--- config.mk ---
export PLATFORM = sky130hd
export DESIGN_NAME = rx_line_conditioner
export DESIGN_NICKNAME = d
export VERILOG_FILES = /design/src/rtl/rx_cond_pkg.sv /design/src/rtl/rx_majority_filter.sv /design/src/rtl/rx_line_conditioner.sv
export SDC_FILE = /design/constraint.sdc
export NUM_CORES = 1
export LEC_CHECK = 0
export CAP_MARGIN = 10
export CORE_AREA = 2 2 81 67
export DETAILED_ROUTE_END_ITERATION = 8
export DIE_AREA = 0 0 83 69
export DONT_BUFFER_PORTS = 1
export PLACE_DENSITY = 0.72
export SYNTH_ARGS = -nofsm -noshare
export SYNTH_HDL_FRONTEND = slang
export SYNTH_SLANG_ARGS = --single-unit
--- constraint.sdc ---
create_clock -name clk -period 2.3 [get_ports clk]
set_clock_uncertainty 0.05 [all_clocks]
set_input_delay 0.23 -clock clk [delete_from_list [all_inputs] [get_ports clk]]
set_output_delay 0.23 -clock clk [all_outputs]
set_load 0.01 [all_outputs]
--- src/rtl/rx_cond_pkg.sv ---
// Shared types and helpers for the RX line conditioner: break FSM states,
// glitch counter type and the majority vote used by the input filter.
package rx_cond_pkg;

    typedef enum logic [2:0] {
        POR,
        IDLE,
        COUNT,
        PULSE,
        WAIT_HIGH
    } rx_cond_state_t;

    typedef logic [15:0] glitch_count_t;

    localparam glitch_count_t GLITCH_MAX = 16'hFFFF;

    function automatic logic majority3(input logic a, input logic b, input logic c);
        return (a & b) | (a & c) | (b & c);
    endfunction

endpackage

--- src/rtl/rx_majority_filter.sv ---
// Synchroniser plus 3-sample majority filter for the raw RX pin.
// The isolated-sample strobe only exists when RX_COND_GLITCH_COUNT_EN is defined.
module rx_majority_filter
    import rx_cond_pkg::*;
#(
    parameter int SYNC_STAGES = 2
) (
    input  logic clk,
    input  logic reset,
    input  logic rx_pin,
    output logic rx_out
`ifdef RX_COND_GLITCH_COUNT_EN
    ,
    output logic glitch_event
`endif
);

    logic [SYNC_STAGES-1:0] sync_reg;
    // win_reg[0] is the newest sample, win_reg[2] the oldest
    logic [2:0]             win_reg;

    always_ff @(posedge clk or negedge reset) begin
        if (!reset) begin
            sync_reg <= '1;
            win_reg  <= '1;
            rx_out   <= 1'b1;
        end else begin
            sync_reg <= {sync_reg[SYNC_STAGES-2:0], rx_pin};
            win_reg  <= {win_reg[1:0], sync_reg[SYNC_STAGES-1]};
            rx_out   <= majority3(win_reg[0], win_reg[1], win_reg[2]);
        end
    end

`ifdef RX_COND_GLITCH_COUNT_EN
    assign glitch_event = (win_reg[1] != win_reg[0]) && (win_reg[1] != win_reg[2]);
`endif

endmodule

--- src/rtl/rx_line_conditioner.sv ---
// RX pin front end: filtered line for uart_rx, break detection driving chip_reset.
// Optional glitch counter built only when RX_COND_GLITCH_COUNT_EN is defined.
module rx_line_conditioner
    import rx_cond_pkg::*;
#(
    parameter int          SYNC_STAGES        = 2,
    parameter logic [31:0] BREAK_CYCLES       = 32'd20000,
    parameter logic [31:0] RESET_PULSE_CYCLES = 32'd16
) (
    input  logic        clk,
    input  logic        reset,
    input  logic        rx_pin,
    output logic        rx_out,
    output logic        chip_reset,
    output logic        break_active,
    output logic [15:0] glitch_count
);

    rx_cond_state_t state_reg, state_next;
    logic [31:0]    cnt_reg, cnt_next;
    logic           break_reg, break_next;

`ifdef RX_COND_GLITCH_COUNT_EN
    logic glitch_event;
`endif

    rx_majority_filter #(
        .SYNC_STAGES (SYNC_STAGES)
    ) u_filter (
        .clk          (clk),
        .reset        (reset),
        .rx_pin       (rx_pin),
        .rx_out       (rx_out)
`ifdef RX_COND_GLITCH_COUNT_EN
        ,
        .glitch_event (glitch_event)
`endif
    );

    always_ff @(posedge clk or negedge reset) begin
        if (!reset) begin
            state_reg <= POR;
            cnt_reg   <= '0;
            break_reg <= 1'b0;
        end else begin
            state_reg <= state_next;
            cnt_reg   <= cnt_next;
            break_reg <= break_next;
        end
    end

    // POR and PULSE share the pulse timer; both hand over to WAIT_HIGH so a
    // held-low line cannot retrigger until it has been seen high.
    always_comb begin
        state_next = state_reg;
        cnt_next   = cnt_reg;
        break_next = break_reg;
        unique case (state_reg)
            POR, PULSE: begin
                if (cnt_reg == RESET_PULSE_CYCLES - 32'd1) begin
                    state_next = WAIT_HIGH;
                    cnt_next   = '0;
                end else begin
                    cnt_next = cnt_reg + 32'd1;
                end
            end
            IDLE: begin
                if (!rx_out) begin
                    state_next = COUNT;
                    cnt_next   = 32'd1;
                end
            end
            COUNT: begin
                if (rx_out) begin
                    state_next = IDLE;
                    cnt_next   = '0;
                end else if (cnt_reg == BREAK_CYCLES - 32'd1) begin
                    state_next = PULSE;
                    cnt_next   = '0;
                    break_next = 1'b1;
                end else begin
                    cnt_next = cnt_reg + 32'd1;
                end
            end
            WAIT_HIGH: begin
                if (rx_out) begin
                    state_next = IDLE;
                    break_next = 1'b0;
                end
            end
            default: begin
                state_next = POR;
                cnt_next   = '0;
                break_next = 1'b0;
            end
        endcase
    end

    always_comb begin
        chip_reset = (state_reg == POR) || (state_reg == PULSE);
    end

    assign break_active = break_reg;

`ifdef RX_COND_GLITCH_COUNT_EN
    glitch_count_t gcnt_reg;

    always_ff @(posedge clk or negedge reset) begin
        if (!reset) begin
            gcnt_reg <= '0;
        end else if (glitch_event && (gcnt_reg != GLITCH_MAX)) begin
            gcnt_reg <= gcnt_reg + 16'd1;
        end
    end

    assign glitch_count = gcnt_reg;
`else
    assign glitch_count = 16'h0000;
`endif

endmodule

==> impl_metrics.ini, run 1 <==
[logic_synthesis]
ys_types = 49
yosysWarnings = 0
synthFlopType = dfrtp_1
syn-instance-count = 260
async_flop_share_pct = 100
synth_area_per_cell_um2 = 9.13
synth_top_area_share_pct = 37.9
ys_seq_area_share_pct = 44.6
yosysMostFrequentCell = dfrtp_1
synth.top_cells.by_count = dfrtp_1, nand2_1, nand3_1
syn_area_um2 = 2370
ys_ff_latch = 42
synth.area.top_cells = dfrtp_1, dfstp_2, buf_4
synth_edf_count = 0
yosys.area.top_type = dfrtp_1

[clock_tree]
clkLatencyLatePin_ns = 0.30
clkSlewWorstSetupHoldPaths_ns = 0.08
cts_buffers = 5
cts_tree = built
cts_root_buf = clkbuf_8
cts_max_level = 2
clock_sinks = 42
cts_max_path_buffers = 2

[critical_path]
reg2regPathDepth = 9
arrival_ns = 2.34
cp-end-kind = flop
criticalPathCategory = flop to flop
cp-start-kind = flop
cp-endpoint = cnt_reg[30]
path_max_fanout = 3
timing.rr.end = cnt_reg[30]
r2r_start = cnt_reg[0]
cp.required_ns = 2.43
critPathLaunch = cnt_reg[0]
r2r_slack_ns = 0.09

[drt]
firstDrtPassIters = 4
first_iter_violations = 139
wl_met2_um = 2380
drt-total-wl_um = 5490
wire_per_inst_um = 15.4
top_layer_used = met4
vias = 2059
vias_per_cell = 5.77
routed-wl-met3_um = 239
drc = 0
m1WireLength_um = 2770
ant_nets = 0

[finish]
nets = 298
area_growth_pct = 19.1
seqCellArea_um2 = 1060
final_util_pct = 57.5
multi_input_area_um2 = 1240
drive_gt1_share_pct = 23.4
largest_register_ff_count = 32
fill_cells = 419
diodes = 0

[global_route]
grt.total_usage_pct = 19.3
grt_max_degree = 43
antenna_found_initial = 0
grt_pass1_wl_um = 9030
overflow = 0
grt_pass1_vias = 1839

[pwr]
ir_drop_mv = 0.587
cellPowerDensity_nw_per_um2 = 928
p_leak_nw = 1.28

[run]
max-cap-violations = 0

[die]
fp.dieH_um = 69
io_pins = 22
die_x_um = 83
start_util_pct = 48.3
die-area_um2 = 5730
core_um2 = 4920
core.rowCount = 23

[min_path]
hp-class = flop to flop

[sta]
layout_min_cycle_time_ns = 2.21
drv_slew = 0
period_share_pct = 96.1
max_freq_ghz = 0.452
hold_ws_ns = 0.307
setup_violations = 0
layout_setup_ws_ns = 0.0894
final-hold-violation-count = 0

[outcome]
status = complete, no violations

[place]
place_hpwl_um = 3760
io_buffers = 0
gp_congestion = 0.909
post-place-ws_ns = -0.0445
## worst min-delay path by stage
stage / startpoint / to / slack [ns] / cells after the start
after floorplan: reset / break_active / -0.12 / 0
after global placement: reset / state_reg[1] / -0.11 / 0
after detailed placement: reset / state_reg[2] / -0.11 / 0
after CTS: u_filter.sync_reg[1] / u_filter.win_reg[0] / 0.31 / 0
after global routing: u_filter.sync_reg[1] / u_filter.win_reg[0] / 0.31 / 0
final: u_filter.sync_reg[1] / u_filter.win_reg[0] / 0.31 / 0
## layout by cell type, fill, tap and decap left out, types with 2 or more instances in the layout
cell	instances
dfrtp_1	36
buf_4	35
nand2_1	26
nand3_1	16
conb_1	16
nor3_1	12
a21oi_1	12
o21ai_0	10
nor2_1	9
inv_1	8
nand4_1	7
a31oi_1	7
a22o_1	6
dfstp_2	6
xor2_1	5
or4_1	5
nor4_1	5
or3_1	5
and3_1	5
clkbuf_8	5
nor4_2	4
and4_1	4
a21o_1	4
o211ai_1	4
nand3_2	3
nor2b_1	3
or2_2	2
and3_4	2
nand2b_1	2
mux2i_1	2
o31ai_1	2
a211o_1	2
clkbuf_1	2
dlygate4sd3_1	2
## layout make-up
cell class,instances,share of cell area (%)
inverter,8,1.06
multi-input combinational,198,43.9
timing repair buffer,39,11.1
tap,62,2.74
sequential,42,37.4
clock buffer,7,2.70
clock inverter,1,1.06
## metrics by stage
step | instances | total power [mW] | TNS, ns | area [µm²]
after detailed placement | 344 | 1.95 | -0.126 | 2600
after global routing | 357 | 2.81 | -0.0380 | 2830
after floorplan | 275 | 1.60 | 0 | 2430
after CTS | 356 | 2.58 | 0 | 2770
after global placement | 344 | 1.93 | 0 | 2600
final | 357 | 2.63 | 0 | 2830
## cells by family after synthesis
group	count (synthesis)	synth area share, %
xor+xnor	6	2.21
simple gates	117	27.3
buf+inv	35	8.54
compound gates	54	14.9
other cells	1	0.158
flops	42	44.6
mux	3	1.32
fa+ha+maj	2	0.948
## power breakdown
part	switching (mW)	leakage, nW	internal, mW
combinational	0.713	0.673	0.492
sequential	0.0486	0.559	0.798
clock	0.250	0.0524	0.325
total	1.01	1.28	1.61
## worst max-delay path: stages, from the launching register on
cell and delay [ns]:
dfrtp_1 0.39, ha_2 0.20, and3_4 0.20, buf_4 0.12, nand3_2 0.09, nor4_2 0.28
buf_4 0.18, nand4_1 0.12, and3_1 0.22, a211o_1 0.26
## per-layer routing
metal	up-vias	GRT usage (%)
met4	0	8.20
met3	11	4.31
met5	-	0
li1	995	-
met2	59	25.9
met1	994	29.5
## repair_timing
item,4_1_cts,5_1_grt
setup buffers,1,1
gates resized for setup,3,10
hold buffers,3,0
pin swaps,0,2
endpoints found under the hold margin,43,0
setup endpoints to repair,12,28
(Power assumes the default switching activity.)
==> run 2: changes to the inputs <==
--- a/config.mk
+++ b/config.mk
@@ -7,6 +7,7 @@
 export LEC_CHECK = 0
 export CAP_MARGIN = 10
 export CORE_AREA = 2 2 81 67
+export CTS_CLUSTER_DIAMETER = 100
 export DETAILED_ROUTE_END_ITERATION = 8
 export DIE_AREA = 0 0 83 69
 export DONT_BUFFER_PORTS = 1
==> results of run 2 <==
The final DEF is identical to that of run 1; final timing and power are the same.
==> run 3: changes to the inputs <==
--- a/config.mk
+++ b/config.mk
@@ -11,7 +11,7 @@
 export DETAILED_ROUTE_END_ITERATION = 8
 export DIE_AREA = 0 0 83 69
 export DONT_BUFFER_PORTS = 1
-export PLACE_DENSITY = 0.72
+export PLACE_DENSITY = 0.69
 export SYNTH_ARGS = -nofsm -noshare
 export SYNTH_HDL_FRONTEND = slang
 export SYNTH_SLANG_ARGS = --single-unit
==> constraint.sdc (replaced) <==
create_clock -name clk -period 2.7 [get_ports clk]
set_clock_uncertainty 0.05 [all_clocks]
set_input_delay 0.27 -clock clk [delete_from_list [all_inputs] [get_ports clk]]
set_output_delay 0.27 -clock clk [all_outputs]
set_load 0.01 [all_outputs]
==> impl_metrics.ini, run 3 (same netlist as run 1, synthesis figures left out) <==
[sta]
layout_min_cycle_time_ns = 2.51
finalSetupTns_ns = 0
hold_ws_ns = 0.309
drv_slew = 0
slew_headroom_pct = 60.5
setup_violations = 0
final-hold-violation-count = 0
grt_setup_unrepaired = no
period_share_pct = 93.1
max_freq_ghz = 0.398
worst_pin_slew_ns = 0.588

[place]
gp_congestion = 0.820
io_buffers = 0
placed_cells = 319
place_area_um2 = 2420
place_hpwl_um = 3590

[critical_path]
reg2regPathDepth = 7
crit_family = simple AND/OR/NAND/NOR gates
path_max_fanout = 15
timing.rr.end = cnt_reg[21]
cp-start-kind = flop
path_buf_inv = 1
critical-path-slowest-cell = dfrtp_1
cp_slowest_stage_delay_ns = 0.49
critPathMostFrequentCell = nor4_1
cp.required_ns = 2.85
r2r_slack_ns = 0.19
r2r_start = cnt_reg[8]
cp_cell_sequence = nor4_1 -> nand4_1 -> nor4_1 -> o22a_1 -> buf_4 -> o21ai_0 -> mux2_2
critPathLaunch = cnt_reg[8]
arrival_ns = 2.66
cp-end-kind = flop
criticalPathCategory = flop to flop

[drt]
drc = 0
first_iter_violations = 134
firstDrtPassIters = 5
vias = 1919
drt-total-wl_um = 5210
ant_nets = 0
wire_per_inst_um = 15.8
vias_per_cell = 5.82

[finish]
nets = 271
largest_register_ff_count = 32
area_growth_pct = 9.69
drive_gt1_share_pct = 12.3
mostFrequentLayoutCell = dfrtp_1
final_cells = 330
mostFrequentLayoutCells = dfrtp_1, nand2_1, nand3_1
final_cell_area_um2 = 2610
diodes = 0

[min_path]
hold_path.startpoint = u_filter.sync_reg[0]
hp-class = flop to flop
whs_endpoint = u_filter.sync_reg[1]
whs_path_depth = 0

[global_route]
grt_pass1_wl_um = 8810
antenna_found_initial = 0
grt_max_degree = 43
overflow = 0
grt_pass1_vias = 1772
grt.total_usage_pct = 19.1

[pwr]
cellPowerDensity_nw_per_um2 = 863
power_mw = 2.25
p_leak_nw = 1.16
ir_drop_mv = 0.536

[clock_tree]
clkLatencyLatePin_ns = 0.30
cts_buffers = 5
cts_max_path_buffers = 2
cts_root_buf = clkbuf_8
clock_sinks = 42
cts_tree = built
clkSlewWorstSetupHoldPaths_ns = 0.08
cts_max_level = 2

[die]
fp.dieH_um = 69
die_x_um = 83
io_pins = 22
core_um2 = 4920
core.rowCount = 23
die-area_um2 = 5730
start_util_pct = 48.3

[outcome]
status = complete, no violations

[run]
max-cap-violations = 0
-- run 3: cell count changes in the layout (fill, tap and decap cells not counted), moves of 2 or more --
cell      delta
clkbuf_1     -2
buf_4       -27
nand3_2      -2
nor4_2       -4
nand3_1      +2
nor4_1       +4
-- run 3: timing repair --
item,CTS,global route
hold buffers,3,0
buffers inserted,0,0
endpoints found under the hold margin,43,0
gates resized for setup,0,0
-- run 3: per-layer routing --
metal | wire length, µm | global-route usage, %
met5 | 0 | 0
met4 | 82 | 6.74
met3 | 265 | 4.19
met2 | 2140 | 26.4
met1 | 2720 | 29.0
-- run 3: through the flow --
stage               worst slack, ns  utilization, %
finish                        0.187            52.9
global route                0.00865            52.9
detailed placement            0.228            49.2
global placement              0.230            49.2
floorplan                     0.456               -
CTS                           0.196            52.9
-- run 3: layout make-up --
cell class	instances	area, µm²
clock inverters	2	60.1
flip-flops and latches	42	1060
clock buffers	6	82.6
well taps	62	77.6
inverters	8	30.0
multi-input cells	198	1180
fillers	449	2320
repair buffers	12	120
-- run 3: where the power goes --
| group | total [mW] | internal, mW | leakage [nW] | switching [mW] |
|---|---|---|---|---|
| clock network | 0.619 | 0.394 | 0.0714 | 0.225 |
| registers | 0.756 | 0.679 | 0.559 | 0.0766 |
| logic | 0.872 | 0.335 | 0.527 | 0.537 |
-- run 3: worst max path at each step --
stage	to	slack, ns	depth (start not counted)
2_1_floorplan	cnt_reg[30]	0.46	7
3_3_place_gp	cnt_reg[21]	0.23	7
3_5_place_dp	cnt_reg[21]	0.23	7
4_1_cts	cnt_reg[21]	0.20	7
5_1_grt	cnt_reg[21]	0.009	7
6_report	cnt_reg[21]	0.19	7
